## src/rtl/nano_dbus_bridge.sv

```systemverilog
// nano_dbus_bridge: data-side bridge between the nano_rv32i core data port
// and the valid/ready + response-valid system data bus. Stores are lane
// aligned on the way out; loads are lane extracted and sign/zero extended on
// the way back. The core sees a single-cycle ready pulse per request.
module nano_dbus_bridge #(
    parameter int unsigned TIMEOUT_CYCLES = 255,
    parameter int unsigned ADDR_W         = 32
) (
    input  logic              clk_i,
    input  logic              rst_n_i,
    input  logic [ADDR_W-1:0] c_addr_i,
    input  logic [31:0]       c_wdata_i,
    input  logic [3:0]        c_rd_i,
    input  logic [3:0]        c_we_i,
    input  logic              c_unsigned_i,
    output logic [31:0]       c_rdata_o,
    output logic              c_ready_o,
    output logic              c_err_o,
    output logic              m_valid_o,
    input  logic              m_ready_i,
    output logic [ADDR_W-1:0] m_addr_o,
    output logic [3:0]        m_we_o,
    output logic [31:0]       m_wdata_o,
    input  logic              m_rvalid_i,
    input  logic [31:0]       m_rdata_i
);

    localparam int unsigned CNT_W = (TIMEOUT_CYCLES > 0) ? $clog2(TIMEOUT_CYCLES + 1) : 1;
    localparam logic [CNT_W-1:0] CNT_MAX = {CNT_W{1'b1}};

    typedef enum logic [1:0] {
        S_IDLE = 2'd0,
        S_REQ  = 2'd1,
        S_WAIT = 2'd2,
        S_DONE = 2'd3
    } state_t;

    state_t            state_q, state_d;
    logic [ADDR_W-1:0] addr_q, addr_d;
    logic [3:0]        strobe_q, strobe_d;
    logic [3:0]        we_q, we_d;
    logic [31:0]       wdata_q, wdata_d;
    logic              is_write_q, is_write_d;
    logic              unsigned_q, unsigned_d;
    logic [1:0]        offset_q, offset_d;
    logic [31:0]       rdata_q, rdata_d;
    logic              err_q, err_d;
    logic [CNT_W-1:0]  cnt_q, cnt_d;

    logic [3:0]  strobe;
    logic        req;
    logic        strobe_legal;
    logic        both_dirs;
    logic [1:0]  offset;
    logic [31:0] wdata_aligned;
    logic [CNT_W-1:0] cnt_inc;
    logic        timeout_hit;

    // The two low address bits are implied by the strobes, so the bus never needs them.
    logic unused_addr_lsbs;
    assign unused_addr_lsbs = ^c_addr_i[1:0];

    // Pick the addressed byte/half/word out of the raw bus word and extend it.
    function automatic logic [31:0] extract_load(input logic [31:0] word,
                                                 input logic [3:0]  strb,
                                                 input logic [1:0]  off,
                                                 input logic        uns);
        logic [31:0] sh;
        sh = word >> {off, 3'b000};
        case (strb)
            4'b0001, 4'b0010, 4'b0100, 4'b1000:
                extract_load = {{24{~uns & sh[7]}}, sh[7:0]};
            4'b0011, 4'b1100:
                extract_load = {{16{~uns & sh[15]}}, sh[15:0]};
            default:
                extract_load = sh;
        endcase
    endfunction

    // Decode the core request: legality, lane offset and aligned store data.
    always_comb begin
        strobe       = c_rd_i | c_we_i;
        req          = |strobe;
        both_dirs    = (|c_rd_i) & (|c_we_i);
        strobe_legal = 1'b0;
        case (strobe)
            4'b0001, 4'b0010, 4'b0100, 4'b1000,
            4'b0011, 4'b1100, 4'b1111: strobe_legal = 1'b1;
            default:                   strobe_legal = 1'b0;
        endcase
        if (strobe[0]) begin
            offset = 2'd0;
        end else if (strobe[1]) begin
            offset = 2'd1;
        end else if (strobe[2]) begin
            offset = 2'd2;
        end else begin
            offset = 2'd3;
        end
        wdata_aligned = c_wdata_i << {offset, 3'b000};
    end

    // Saturating timeout counter increment and expiry test.
    always_comb begin
        cnt_inc     = (cnt_q == CNT_MAX) ? cnt_q : cnt_q + CNT_W'(1);
        timeout_hit = (TIMEOUT_CYCLES != 0) &&
                      ((32'(cnt_q) + 32'd1) >= TIMEOUT_CYCLES);
    end

    // Next-state logic: request capture, bus handshake, response and timeout.
    always_comb begin
        state_d    = state_q;
        addr_d     = addr_q;
        strobe_d   = strobe_q;
        we_d       = we_q;
        wdata_d    = wdata_q;
        is_write_d = is_write_q;
        unsigned_d = unsigned_q;
        offset_d   = offset_q;
        rdata_d    = rdata_q;
        err_d      = err_q;
        cnt_d      = cnt_q;

        case (state_q)
            S_IDLE: begin
                cnt_d = '0;
                if (req) begin
                    rdata_d = '0;
                    if (!strobe_legal || both_dirs) begin
                        state_d = S_DONE;
                        err_d   = 1'b1;
                    end else begin
                        state_d    = S_REQ;
                        err_d      = 1'b0;
                        addr_d     = {c_addr_i[ADDR_W-1:2], 2'b00};
                        strobe_d   = strobe;
                        we_d       = c_we_i;
                        is_write_d = |c_we_i;
                        unsigned_d = c_unsigned_i;
                        offset_d   = offset;
                        wdata_d    = (|c_we_i) ? wdata_aligned : '0;
                    end
                end
            end
            S_REQ: begin
                cnt_d = cnt_inc;
                if (m_ready_i) begin
                    state_d = S_WAIT;
                end else if (timeout_hit) begin
                    state_d = S_DONE;
                    err_d   = 1'b1;
                    rdata_d = '0;
                end
            end
            S_WAIT: begin
                cnt_d = cnt_inc;
                if (m_rvalid_i) begin
                    state_d = S_DONE;
                    err_d   = 1'b0;
                    rdata_d = is_write_q ? 32'd0
                                         : extract_load(m_rdata_i, strobe_q, offset_q, unsigned_q);
                end else if (timeout_hit) begin
                    state_d = S_DONE;
                    err_d   = 1'b1;
                    rdata_d = '0;
                end
            end
            S_DONE: begin
                cnt_d   = '0;
                state_d = S_IDLE;
            end
            default: begin
                state_d = S_IDLE;
            end
        endcase
    end

    // State and capture registers; reset abandons any transaction in flight.
    always_ff @(posedge clk_i or negedge rst_n_i) begin
        if (!rst_n_i) begin
            state_q    <= S_IDLE;
            addr_q     <= '0;
            strobe_q   <= '0;
            we_q       <= '0;
            wdata_q    <= '0;
            is_write_q <= 1'b0;
            unsigned_q <= 1'b0;
            offset_q   <= '0;
            rdata_q    <= '0;
            err_q      <= 1'b0;
            cnt_q      <= '0;
        end else begin
            state_q    <= state_d;
            addr_q     <= addr_d;
            strobe_q   <= strobe_d;
            we_q       <= we_d;
            wdata_q    <= wdata_d;
            is_write_q <= is_write_d;
            unsigned_q <= unsigned_d;
            offset_q   <= offset_d;
            rdata_q    <= rdata_d;
            err_q      <= err_d;
            cnt_q      <= cnt_d;
        end
    end

    // Outputs are decoded from state so they are zero outside their phase.
    always_comb begin
        m_valid_o = 1'b0;
        m_addr_o  = '0;
        m_we_o    = '0;
        m_wdata_o = '0;
        c_ready_o = 1'b0;
        c_err_o   = 1'b0;
        c_rdata_o = '0;
        case (state_q)
            S_REQ: begin
                m_valid_o = 1'b1;
                m_addr_o  = addr_q;
                m_we_o    = we_q;
                m_wdata_o = wdata_q;
            end
            S_DONE: begin
                c_ready_o = 1'b1;
                c_err_o   = err_q;
                c_rdata_o = rdata_q;
            end
            default: begin
            end
        endcase
    end

endmodule

```

## config.mk

```make
export PLATFORM = sky130hd
export DESIGN_NAME = nano_dbus_bridge
export DESIGN_NICKNAME = d
export VERILOG_FILES = /design/src/rtl/nano_dbus_bridge.sv
export SDC_FILE = /design/constraint.sdc
export NUM_CORES = 1
export LEC_CHECK = 0
export BUFFER_PORTS_ARGS = -buffer_cell sky130_fd_sc_hd__buf_2
export CAP_MARGIN = 0
export CORE_AREA = 2 2 114 127
export DETAILED_ROUTE_END_ITERATION = 10
export DIE_AREA = 0 0 116 129
export GPL_TIMING_DRIVEN = 0
export PLACE_DENSITY_LB_ADDON = 0.25
export SLEW_MARGIN = 0
export SYNTH_ARGS = -nofsm -noshare
export SYNTH_HDL_FRONTEND = slang
export SYNTH_SLANG_ARGS = --single-unit
```

## constraint.sdc

```tcl
create_clock -name clk_i -period 2.6 [get_ports clk_i]
set_input_delay 0.52 -clock clk_i [delete_from_list [all_inputs] [get_ports clk_i]]
set_output_delay 0.52 -clock clk_i [all_outputs]
set_load 0.02 [all_outputs]
```

==> Yosys cells after proc, flatten, opt, wreduce, memory -nomap -nowiden <==
Index checks and enable logic that the tools add are counted.
{ "word_totals": {"ff_bits": 117, "latchBits": 0, "ram_bits": 0, "mem_bits_ro": 0, "output_inout_bits": 103, "wordCells": 89, "n_memories": 0} }
{ "op_classes": {"addsub": 2, "multipliers": 0, "n_div": 0, "order_cmp": 1, "n_eq_ne": 20, "shift": 2, "n_mux": 33, "bitwise": 6, "n_reduce_logical": 14} }
{ "op_table": {"columns": ["cell", "n"], "rows": [
  ["$mux W32", 9],
  ["$pmux W32 S3", 1],
  ["$pmux W32 S2", 1],
  ["$shl A32 B5 Y32", 1],
  ["$shr A32 B5 Y32", 1],
  ["$eq A4 B4 Y1 const B", 5],
  ["$eq A4 B2 Y1 const B", 4],
  ["$pmux W8 S2", 1],
  ["$reduce_or A4 Y1", 4],
  ["$mux W2", 7],
  ["$mux W1", 10],
  ["$add A8 B1 Y9 const B", 1],
  ["$ge A9 B8 Y1 const B", 1],
  ["$add A8 B1 Y8 const B", 1],
  ["$eq A4 B1 Y1 const B", 2],
  ["$eq A4 B3 Y1 const B", 2],
  ["$eq A8 B8 Y1 const B", 1],
  ["$mux W8", 1],
  ["$pmux W2 S4", 1],
  ["$reduce_or A7 Y1", 1],
  ["$ne A2 B2 Y1 const B", 3],
  ["$reduce_and A3 Y1", 2],
  ["$reduce_or A2 Y1", 3],
  ["$eq A2 B2 Y1 const B", 2],
  ["10 further kinds", 13]
]} }

==> Longest topological paths before layout <==
Gate-level depths: netlist of run 1.
{ "logic_depth": {"ltp_word": 9, "mapped_depth": 10} }

==> Least setup slack after synthesis of run 1 <==
No wires, ideal clock.
{ "synth_timing": {"kind": "register to register", "from": "register state_q[1]", "to": "register rdata_q[16]", "setup_time_ns": 0.082, "t_arrival_ns": 2.201, "slack_ns": 0.317, "path_stages_with_launch": 11, "period_less_slack_ns": 2.283, "cell_sequence": "dfrtp_1 -> inv_1 -> ha_1 -> clkbuf_1 -> a21o_1 -> a31oi_1 -> nand3_1 -> nand2b_1 -> buf_2 -> buf_6 -> o22ai_1"} }
{ "synth_between": {"elab_chain_len": 3, "elab_cells_between_ends": 8, "cone_classes": "eq/ne: 4; mux: 1; reduce/logical: 3"} }
{ "synth_lines": {"columns": ["item", "line_no", "rtl"], "rows": [
  ["from (decl)", "38", "state_t state_q, state_d;"],
  ["from (signal assigned)", "193", "state_q <= state_d;"],
  ["$eq A2 B1 Y1, or another cell as far along", "124", "case (state_q)"],
  ["$ne A2 B2 Y1 (no source line) or $reduce_bool A3 Y1 (tied branches)", null, null],
  ["$reduce_and A3 Y1 (no source line)", null, null],
  ["to (signal assigned)", "201", "rdata_q <= rdata_d;"],
  ["to (decl)", "46", "logic [31:0] rdata_q, rdata_d;"]
]} }
Several ways; a longest one is shown, not always the timed one.
A chain may end at the register's enable or synchronous reset.

==> Worst setup path after layout of run 1 <==
{ "layout_timing": {"from": "register state_q[1]", "to": "output m_addr_o[25]"} }
{ "layout_between": {"elab_chain_len": 2} }
{ "layout_lines": {"columns": ["item", "line_no", "rtl"], "rows": [
  ["$eq A2 B1 Y1", "216", "case (state_q)"],
  ["$mux W32", "216", null],
  ["to (decl)", "21", "output logic [ADDR_W-1:0] m_addr_o,"]
]} }
Every way passes these cells.

==> results.sh, run 1 <==
export IMPL_maxCapViolCount=0
export IMPL_synth_main_ff_cell="dfrtp_1"
export IMPL_drtIter0Drc=539
export IMPL_path_class="reg -> out"
export IMPL_grt_pass1_vias=6306
export IMPL_chipWidth_um=116
export IMPL_slowest_stage="dfrtp_1"
export IMPL_path_cells="inv_2 > ha_2 > clkbuf_8 > clkbuf_8 > clkbuf_4 > and2_1 > buf_2"
export IMPL_start_util=0.5136
export IMPL_vdd_drop_max_mv=0.5646
export IMPL_hold_path_class="in -> async"
export IMPL_p_per_area_nw_per_um2=1055
export IMPL_first_pass_iters=5
export IMPL_htreeDepth=4
export IMPL_fin_crit_sh=0.9544
export IMPL_placedInstanceArea_sq_um=8307
export IMPL_fmax_ghz=0.4030
export IMPL_clockBufferDepth=2
export IMPL_crit_path_end_kind="output pin"
export IMPL_clk_pin_slew_ns=0.06
export IMPL_drv_slew=0
export IMPL_crit_family="buffers and inverters"
export IMPL_grt_util_all_layers=0.2745
export IMPL_critPathMaxFanout=10
export IMPL_utilization=0.6579
export IMPL_power_internal_uw=5654
export IMPL_num_antenna_cells=0
export IMPL_critPathMaxStageDelay_ns=0.42
export IMPL_grt_antenna_before_repair=0
export IMPL_die_area_sq_um=14960
export IMPL_cpMostUsedCell="clkbuf_8"
export IMPL_hold_viol=0
export IMPL_gp_congestion=0.9158
export IMPL_synth_cell_types=63
export IMPL_setup_tns_ns=0
export IMPL_tightest_slew_ns=0.8122
export IMPL_grt_max_degree=80
export IMPL_vias=6631
export IMPL_cp_num_buf_inv=5
export IMPL_synth_top_area_cell="dfrtp_1"
export IMPL_tritoncts="built"
export IMPL_grt_setup_unrepaired="false"
export IMPL_postRouteAntennaNets=0
export IMPL_drc_errors=0
export IMPL_synth_top_cell_area_share=0.4184
export IMPL_seq_area_frac_synth=0.4184
export IMPL_die_h_um=129
export IMPL_register_area_sq_um=2928
export IMPL_dp_hpwl_um=15180
export IMPL_clk_latency_ns=0.42
export IMPL_fin_nets=1108
export IMPL_finalSetupViolCount=0
export IMPL_drt_total_wl_um=20290
export IMPL_comb_power_share=0.433
export IMPL_cts_root_buf="clkbuf_16"
export IMPL_p_sw_uw=3801
export IMPL_avgSynthCellArea_sq_um=9.160
export IMPL_multi_input_area_sq_um=3830
export IMPL_final_common_cell="buf_2"
export IMPL_synthToLayoutAreaGrowth_pct=28.11
export IMPL_cp_arrival_ns=1.96
export IMPL_wl_per_cell_um=17.01
export IMPL_status="completed"
export IMPL_total_power_uw=9455
export IMPL_synth_seq_cells=117
export IMPL_cts_sinks=117
export IMPL_drive_gt1_frac=0.3114
export IMPL_drt_vias_per_instance=5.558
export IMPL_start_kind="flop"
export IMPL_period_needed_ns=2.482
export IMPL_nFillCells=1200
export IMPL_rows=45
export IMPL_grt_pass1_wl_um=32030
export IMPL_whs_ns=0.01011
export IMPL_final_area_sq_um=8965
export IMPL_synth_edff_count=0
export IMPL_cts_buffers=17
export IMPL_async_reset_ff_frac=1.000
export IMPL_coreArea_sq_um=13630
export IMPL_seq_power_share=0.317
export IMPL_netlist_area_sq_um=6998
export IMPL_required_ns=2.08
export IMPL_synth_area_leaders="dfrtp_1 (42%), and2_1 (9.7%), mux2_2 (5.6%), mux2i_1 (5.3%), nand2_1 (4.8%)"
export IMPL_power_leakage_uw=0.004545
export IMPL_ios=212
export IMPL_relSlewSlack=0.4544
export IMPL_layout_common_cells="buf_2 (219), dfrtp_1 (117), and2_1 (109)"
export IMPL_synthCells=764
export IMPL_grt_overflow=0
export IMPL_port_buffers=207
export IMPL_cts_hold_buf=0
export IMPL_swShare=0.4020
export IMPL_clockPowerShare=0.250
export IMPL_yosys_warnings=0
export IMPL_skew_ns=0.009628
[state kept, by name (all words and copies together) (netlist names), 2 cells and up]
register  flops
strobe_q      4
addr_q       30
state_q       2
we_q          4
offset_q      2
rdata_q      32
cnt_q         8
wdata_q      32
[cell type report]
type,instances,share of cell area
multi-input combinational,586,0.4272
sequential,117,0.3266
buffer,54,0.03043
timing repair buffer,209,0.1202
clock inverter,9,0.01424
clock buffer,22,0.05178
tap,188,0.02624
inverter,8,0.003350
[routing by layer]
metal	share of wire	global-route usage	vias to the layer above
met2	0.48	0.4524	301
met5	0	0	-
met1	0.42	0.3523	3136
met4	0.021	0.09314	0
met3	0.083	0.07160	40
li1	-	-	3154
[Yosys cell counts (4+ instances only)]
cell type / n
nand2_1: 89
o211ai_1: 10
buf_2: 13
a211oi_1: 15
a21boi_0: 4
nor2_1: 45
nand2b_1: 5
mux2_2: 35
a21oi_1: 45
nand3_1: 6
and2_1: 109
o21ai_0: 58
a22o_1: 8
clkbuf_1: 35
nor2b_1: 16
o21ai_1: 7
inv_1: 8
o22ai_1: 11
a21o_1: 4
ha_1: 6
a31oi_1: 5
mux2i_1: 37
dfrtp_1: 117
a22oi_1: 4
o221ai_1: 7
a32o_1: 8
[path summary, 6_finish.rpt]
check                                          end  slack (ns)                   start  depth (start not counted)
max                                   m_addr_o[25]        0.12  state_q[1]$_DFFE_PN0P_                          7
min                        rdata_q[25]$_DFFE_PN0P_        0.01                 rst_n_i                          1
max reg2reg                rdata_q[28]$_DFFE_PN0P_        0.21    cnt_q[1]$_DFFE_PN0P_                          8
min reg2reg                 wdata_q[5]$_DFFE_PN0P_        0.47  wdata_q[5]$_DFFE_PN0P_                          2
max in group asynchronous   wdata_q[9]$_DFFE_PN0P_        1.87                 rst_n_i                          2
min in group clk_i          addr_q[21]$_DFFE_PN0P_        0.33            c_addr_i[21]                          2
[power groups by stage]
| stage | sequential [uW] | combinational, uW | clock, uW |
|---|---|---|---|
| floorplan | 2860 | 2850 | 0 |
| global placement | 2980 | 3840 | 0 |
| detailed placement | 3010 | 3930 | 0 |
| CTS | 2990 | 4010 | 2380 |
| global route | 3100 | 4530 | 2460 |
| finish | 3000 | 4090 | 2360 |
[per-stage QoR]
stage | worst slack [ns] | cells
final | 0.1185 | 1193
after CTS | 0.02032 | 1192
after detailed placement | -0.2046 | 1161
after global placement | -0.5355 | 1160
after floorplan | 0.3169 | 765
after global routing | 0.007636 | 1193
[kinds of logic (layout without fill, tap and decap cells)]
logic type                 Yosys count  after routing  share of synthesized area
buffers and inverters               62            302                    0.03826
other                                1              2                  0.0005359
AOI/OAI and AO/OA                  201            201                     0.1856
DFF                                117            117                     0.4184
xor gates and xnor gates             7              7                   0.009836
muxes                               73             73                     0.1125
and+or+nand+nor                    297            297                     0.2242
adders and majority gates            6              6                    0.01073
[repair_timing]
action / CTS / global route
pin swaps: 0 / 1
resized for setup: 13 / 11
setup buffers: 0 / 1
setup endpoints to repair: 88 / 77
Note: power is estimated with default switching activity, not from simulation.
==> inputs of run 2 (changes only) <==
- CORE_AREA: 2 2 114 127 -> 3 3 115 128
- DIE_AREA: 0 0 116 129 -> 0 0 118 131
==> results.sh, run 2 (synthesized netlist as in run 1, its figures left out) <==
export IMPL_largestRegisters="rdata_q x32, wdata_q x32, addr_q x30"
export IMPL_tritoncts="built"
export IMPL_violations="negative setup slack"
export IMPL_drt_vias_per_instance=5.619
export IMPL_drive_gt1_frac=0.3104
export IMPL_placed_cells=1161
export IMPL_port_buffers=207
export IMPL_required_ns=2.08
export IMPL_hold_viol=0
export IMPL_die_h_um=131
export IMPL_status="complete, but fails checks"
export IMPL_vdd_drop_max_mv=0.5316
export IMPL_grt_setup_unrepaired="true"
export IMPL_cp_startpoint="state_q[1]$_DFFE_PN0P_"
export IMPL_gp_congestion=0.9169
export IMPL_grt_pass1_vias=6442
export IMPL_drtIter0Drc=490
export IMPL_cts_buffers=17
export IMPL_die_area_sq_um=15460
export IMPL_period_needed_ns=2.600
export IMPL_clk_pin_slew_ns=0.05
export IMPL_multi_input_area_sq_um=3820
export IMPL_coreArea_sq_um=13680
export IMPL_drv_slew=0
export IMPL_vias=6703
export IMPL_grt_pass1_wl_um=32170
export IMPL_power_leakage_uw=0.004562
export IMPL_grt_util_all_layers=0.2612
export IMPL_cts_root_buf="clkbuf_16"
export IMPL_final_cells=1193
export IMPL_hold_path_class="in -> async"
export IMPL_cts_sinks=117
export IMPL_layout_common_cells="buf_2 (219), dfrtp_1 (117), and2_1 (109)"
export IMPL_fin_nets=1108
export IMPL_fmax_ghz=0.3846
export IMPL_tightest_slew_ns=0.8268
export IMPL_clockBufferDepth=2
export IMPL_critPathMaxFanout=10
export IMPL_ios=212
export IMPL_total_power_uw=9515
export IMPL_crit_path_end="m_addr_o[2]"
export IMPL_wl_per_cell_um=17.01
export IMPL_final_common_cell="buf_2"
export IMPL_htreeDepth=4
export IMPL_dp_hpwl_um=15230
export IMPL_nFillCells=1193
export IMPL_fin_crit_sh=1.000
export IMPL_maxCapViolCount=0
export IMPL_r2r_end="rdata_q[21]$_DFFE_PN0P_"
export IMPL_grt_busiest_layer="met2"
export IMPL_r2r_start="state_q[0]$_DFFE_PN0P_"
export IMPL_relSlewSlack=0.4437
export IMPL_utilization=0.6550
export IMPL_whs_ns=0.01655
export IMPL_grt_max_degree=77
export IMPL_num_antenna_cells=0
export IMPL_r2r_slack_ns=0.13
export IMPL_drc_errors=0
export IMPL_use_met2=0.4313
export IMPL_drt_total_wl_um=20290
export IMPL_grt_use_met3=0.08394
export IMPL_postRouteAntennaNets=0
export IMPL_start_kind="flop"
export IMPL_clk_latency_ns=0.42
export IMPL_path_class="reg -> out"
export IMPL_met1_usage=0.3252
export IMPL_worst_slack_ns=-0.0002600
export IMPL_start_util=0.5115
export IMPL_chipWidth_um=118
export IMPL_skew_ns=0.006655
export IMPL_crit_path_end_kind="output pin"
export IMPL_grt_antenna_before_repair=0
export IMPL_cts_hold_buf=0
export IMPL_finalSetupViolCount=1
export IMPL_register_area_sq_um=2928
export IMPL_p_per_area_nw_per_um2=1062
export IMPL_rows=45
export IMPL_synthToLayoutAreaGrowth_pct=28.05
export IMPL_place_ws_ns=-0.2147
export IMPL_grt_overflow=0
export IMPL_ff2ff_path_depth=8
export IMPL_cp_arrival_ns=2.08
export IMPL_first_pass_iters=5
run 2: cell types whose count changed in the layout (fill, tap and decap cells not counted), moves of 2 or more:
cell / delta
clkbuf_4: -2
clkbuf_1: -2
clkinvlp_4: -2
clkbuf_2: +2
run 2: report_power, final:
part	switching, uW	leakage, uW	internal (uW)
clock network	820	0.000305	1620
registers	445	0.00155	2550
logic	2540	0.00270	1540
total	3800	0.00456	5720
run 2: worst min-delay path by stage:
stage	startpoint	endpoint	slack (ns)	cells after the start
2_1_floorplan	rst_n_i	addr_q[10]$_DFFE_PN0P_	0.22	0
3_3_place_gp	wdata_q[1]$_DFFE_PN0P_	wdata_q[1]$_DFFE_PN0P_	0.46	2
3_5_place_dp	rst_n_i	rdata_q[25]$_DFFE_PN0P_	0.47	1
4_1_cts	rst_n_i	rdata_q[25]$_DFFE_PN0P_	0.03	1
5_1_grt	rst_n_i	rdata_q[25]$_DFFE_PN0P_	0.04	1
6_report	rst_n_i	rdata_q[25]$_DFFE_PN0P_	0.02	1
run 2: critical path, cell delays in order (launching register included):
cell and delay [ns]:
dfrtp_1 0.40, inv_1 0.12, ha_2 0.32, clkbuf_4 0.26, clkbuf_2 0.22, and2_1 0.15, buf_2 0.17
run 2: area by class of cell:
cell class	instances	area share
Clock inverter	8	0.01354
Inverter	8	0.003351
Sequential cell	117	0.3267
Clock buffer	23	0.05557
Buffer	53	0.02723
Tap cell	188	0.02625
Timing Repair Buffer	210	0.1211
Multi-Input combinational cell	586	0.4263
run 2: metrics by stage:
| step | setup TNS [ns] | area [sq um] |
|---|---|---|
| 2_1_floorplan | 0 | 7002 |
| 5_1_grt | -3.107 | 8961 |
| 3_3_place_gp | -63.99 | 8273 |
| 6_report | -0.0002600 | 8961 |
| 4_1_cts | -0.008396 | 8939 |
| 3_5_place_dp | -5.834 | 8307 |
run 2: routing by layer:
metal / routed length [um] / share of wire
met5: 0 / 0
met2: 9551 / 0.47
met1: 8307 / 0.41
met3: 1968 / 0.097
met4: 466 / 0.023
run 2: repair_timing:
action / in CTS / in global routing
cloned: 0 / 0
gates resized for setup: 8 / 4
buffers inserted: 0 / 2
setup endpoints to repair: 92 / 89
pin swaps: 0 / 1
==> inputs of run 3 (changes only) <==
--- a/config.mk
+++ b/config.mk
@@ -13,4 +13,5 @@
 export GPL_TIMING_DRIVEN = 0
 export PLACE_DENSITY_LB_ADDON = 0.25
+export SETUP_SLACK_MARGIN = 0.15
 export SLEW_MARGIN = 0
 export SYNTH_ARGS = -nofsm -noshare
==> constraint.sdc (replaced) <==
create_clock -name clk_i -period 2.6 [get_ports clk_i]
set_input_delay 0.52 -clock clk_i [delete_from_list [all_inputs] [get_ports clk_i]]
set_output_delay 0.52 -clock clk_i [all_outputs]
set_load 0.005 [all_outputs]
==> results.sh, run 3 (synthesized netlist as in run 1, its figures left out) <==
export IMPL_status="completed"
export IMPL_clockBufferDepth=2
export IMPL_vdd_drop_max_mv=0.5799
export IMPL_swShare=0.3829
export IMPL_required_ns=2.08
export IMPL_place_ws_ns=-0.2147
export IMPL_cts_hold_buf=0
export IMPL_slowest_stage="dfrtp_1"
export IMPL_cts_root_buf="clkbuf_16"
export IMPL_final_common_cell="buf_2"
export IMPL_coreArea_sq_um=13680
export IMPL_clk_pin_slew_ns=0.05
export IMPL_clockPowerShare=0.262
export IMPL_drt_total_wl_um=20410
export IMPL_die_area_sq_um=15460
export IMPL_start_kind="flop"
export IMPL_rows=45
export IMPL_grt_antenna_before_repair=0
export IMPL_period_needed_ns=2.400
export IMPL_crit_family="buffers and inverters"
export IMPL_start_util=0.5115
export IMPL_die_h_um=131
export IMPL_tritoncts="built"
export IMPL_synthToLayoutAreaGrowth_pct=29.43
export IMPL_cp_arrival_ns=1.88
export IMPL_first_pass_iters=6
export IMPL_grt_setup_unrepaired="true"
export IMPL_drc_errors=0
export IMPL_wl_per_cell_um=17.07
export IMPL_drt_vias_per_instance=5.584
export IMPL_num_antenna_cells=0
export IMPL_relSlewSlack=0.4462
export IMPL_ios=212
export IMPL_fin_nets=1111
export IMPL_clk_latency_ns=0.42
export IMPL_path_class="reg -> out"
export IMPL_largestRegisters="rdata_q x32, wdata_q x32, addr_q x30"
export IMPL_chipWidth_um=118
export IMPL_r2r_start="offset_q[1]$_DFFE_PN0P_"
export IMPL_crit_path_end_kind="output pin"
export IMPL_port_buffers=207
export IMPL_grt_util_all_layers=0.2627
export IMPL_finalSetupViolCount=0
export IMPL_fmax_ghz=0.4167
export IMPL_r2r_slack_ns=0.29
export IMPL_vias=6678
export IMPL_htreeDepth=4
export IMPL_grt_max_degree=77
export IMPL_drv_slew=0
export IMPL_layout_common_cells="buf_2 (219), dfrtp_1 (117), and2_1 (109)"
export IMPL_cp_depth=4
export IMPL_cp_startpoint="state_q[0]$_DFFE_PN0P_"
export IMPL_power_internal_uw=5769
export IMPL_ff2ff_path_depth=9
export IMPL_gp_congestion=0.9169
export IMPL_fin_crit_sh=0.9230
export IMPL_skew_ns=0.005779
export IMPL_r2r_end="rdata_q[21]$_DFFE_PN0P_"
export IMPL_tightest_slew_ns=0.8232
export IMPL_cts_buffers=17
export IMPL_p_per_area_nw_per_um2=1032
export IMPL_grt_pass1_vias=6481
export IMPL_setup_tns_ns=0
export IMPL_critPathMaxStageDelay_ns=0.44
export IMPL_dp_hpwl_um=15230
export IMPL_cts_sinks=117
export IMPL_cp_num_buf_inv=2
export IMPL_hold_path_class="in -> async"
export IMPL_path_cells="ha_2 > clkbuf_2 > and2_1 > buf_2"
export IMPL_hold_viol=0
export IMPL_critPathMaxFanout=10
export IMPL_drtIter0Drc=463
export IMPL_placed_cells=1161
export IMPL_grt_pass1_wl_um=32320
export IMPL_drive_gt1_frac=0.3244
export IMPL_worst_slack_ns=0.2001
export IMPL_power_leakage_uw=0.004609
export IMPL_maxCapViolCount=0
export IMPL_p_sw_uw=3579
export IMPL_seq_power_share=0.322
export IMPL_final_cells=1196
export IMPL_comb_power_share=0.416
export IMPL_grt_overflow=0
export IMPL_postRouteAntennaNets=0
-- run 3: layer usage --
| layer | vias to the layer above | share of wire | global-route usage |
|---|---|---|---|
| met4 | 0 | 0.024 | 0.1007 |
| met2 | 351 | 0.47 | 0.4334 |
| li1 | 3149 | - | - |
| met5 | - | 0 | 0 |
| met1 | 3136 | 0.41 | 0.3235 |
| met3 | 42 | 0.10 | 0.08825 |
-- run 3: worst max path at each step --
stage	end	slack (ns)
finish	c_err_o	0.20
global route	c_rdata_o[23]	0.11
CTS	m_addr_o[20]	0.13
detailed placement	rdata_q[21]$_DFFE_PN0P_	-0.21
global placement	wdata_q[19]$_DFFE_PN0P_	-0.51
floorplan	rdata_q[16]$_DFFE_PN0P_	0.41
-- run 3: cell type report --
| cell class | instances | area (sq um) |
|---|---|---|
| fill | 1177 | 4624 |
| clock buffer | 23 | 498.0 |
| clock inverter | 8 | 121.4 |
| timing repair buffer | 212 | 1100 |
| tap | 188 | 235.2 |
| inverter | 8 | 30.03 |
| multi-input combinational | 586 | 3857 |
| buffer | 54 | 287.8 |
| sequential | 117 | 2928 |
-- run 3: worst reg2reg max path, delay by kind of cell (launching register included) --
family,cells,cell delay [ns]
flip-flops,1,0.35
AND/OR/NAND/NOR,2,0.60
buffers and inverters,3,0.50
AO/OA/AOI/OAI,4,0.78
-- run 3: stage by stage --
| step | hold WS, ns | instance area (sq um) | utilization | total power [uW] |
|---|---|---|---|---|
| final | 0.01743 | 9057 | 0.6620 | 9348 |
| after global routing | 0.03538 | 9057 | 0.6620 | 9987 |
| after CTS | 0.03281 | 8992 | 0.6572 | 9256 |
| after detailed placement | 0.4664 | 8307 | 0.6071 | 6688 |
| after global placement | 0.4550 | 8273 | 0.6047 | 6584 |
| after floorplan | 0.2244 | 7002 | - | 5442 |
-- run 3: timing repair --
action | in CTS | in global routing
setup endpoints to repair | 104 | 80
gates resized for setup | 21 | 19
setup buffers | 1 | 3
pin swaps | 1 | 2
-- run 3: power by group through the flow --
stage	Combinational (uW)	Clock, uW	Sequential, uW
2_1_floorplan	2580	0	2860
3_3_place_gp	3600	0	2980
3_5_place_dp	3680	0	3010
4_1_cts	3800	2470	2990
5_1_grt	4340	2550	3100
6_report	3890	2450	3010
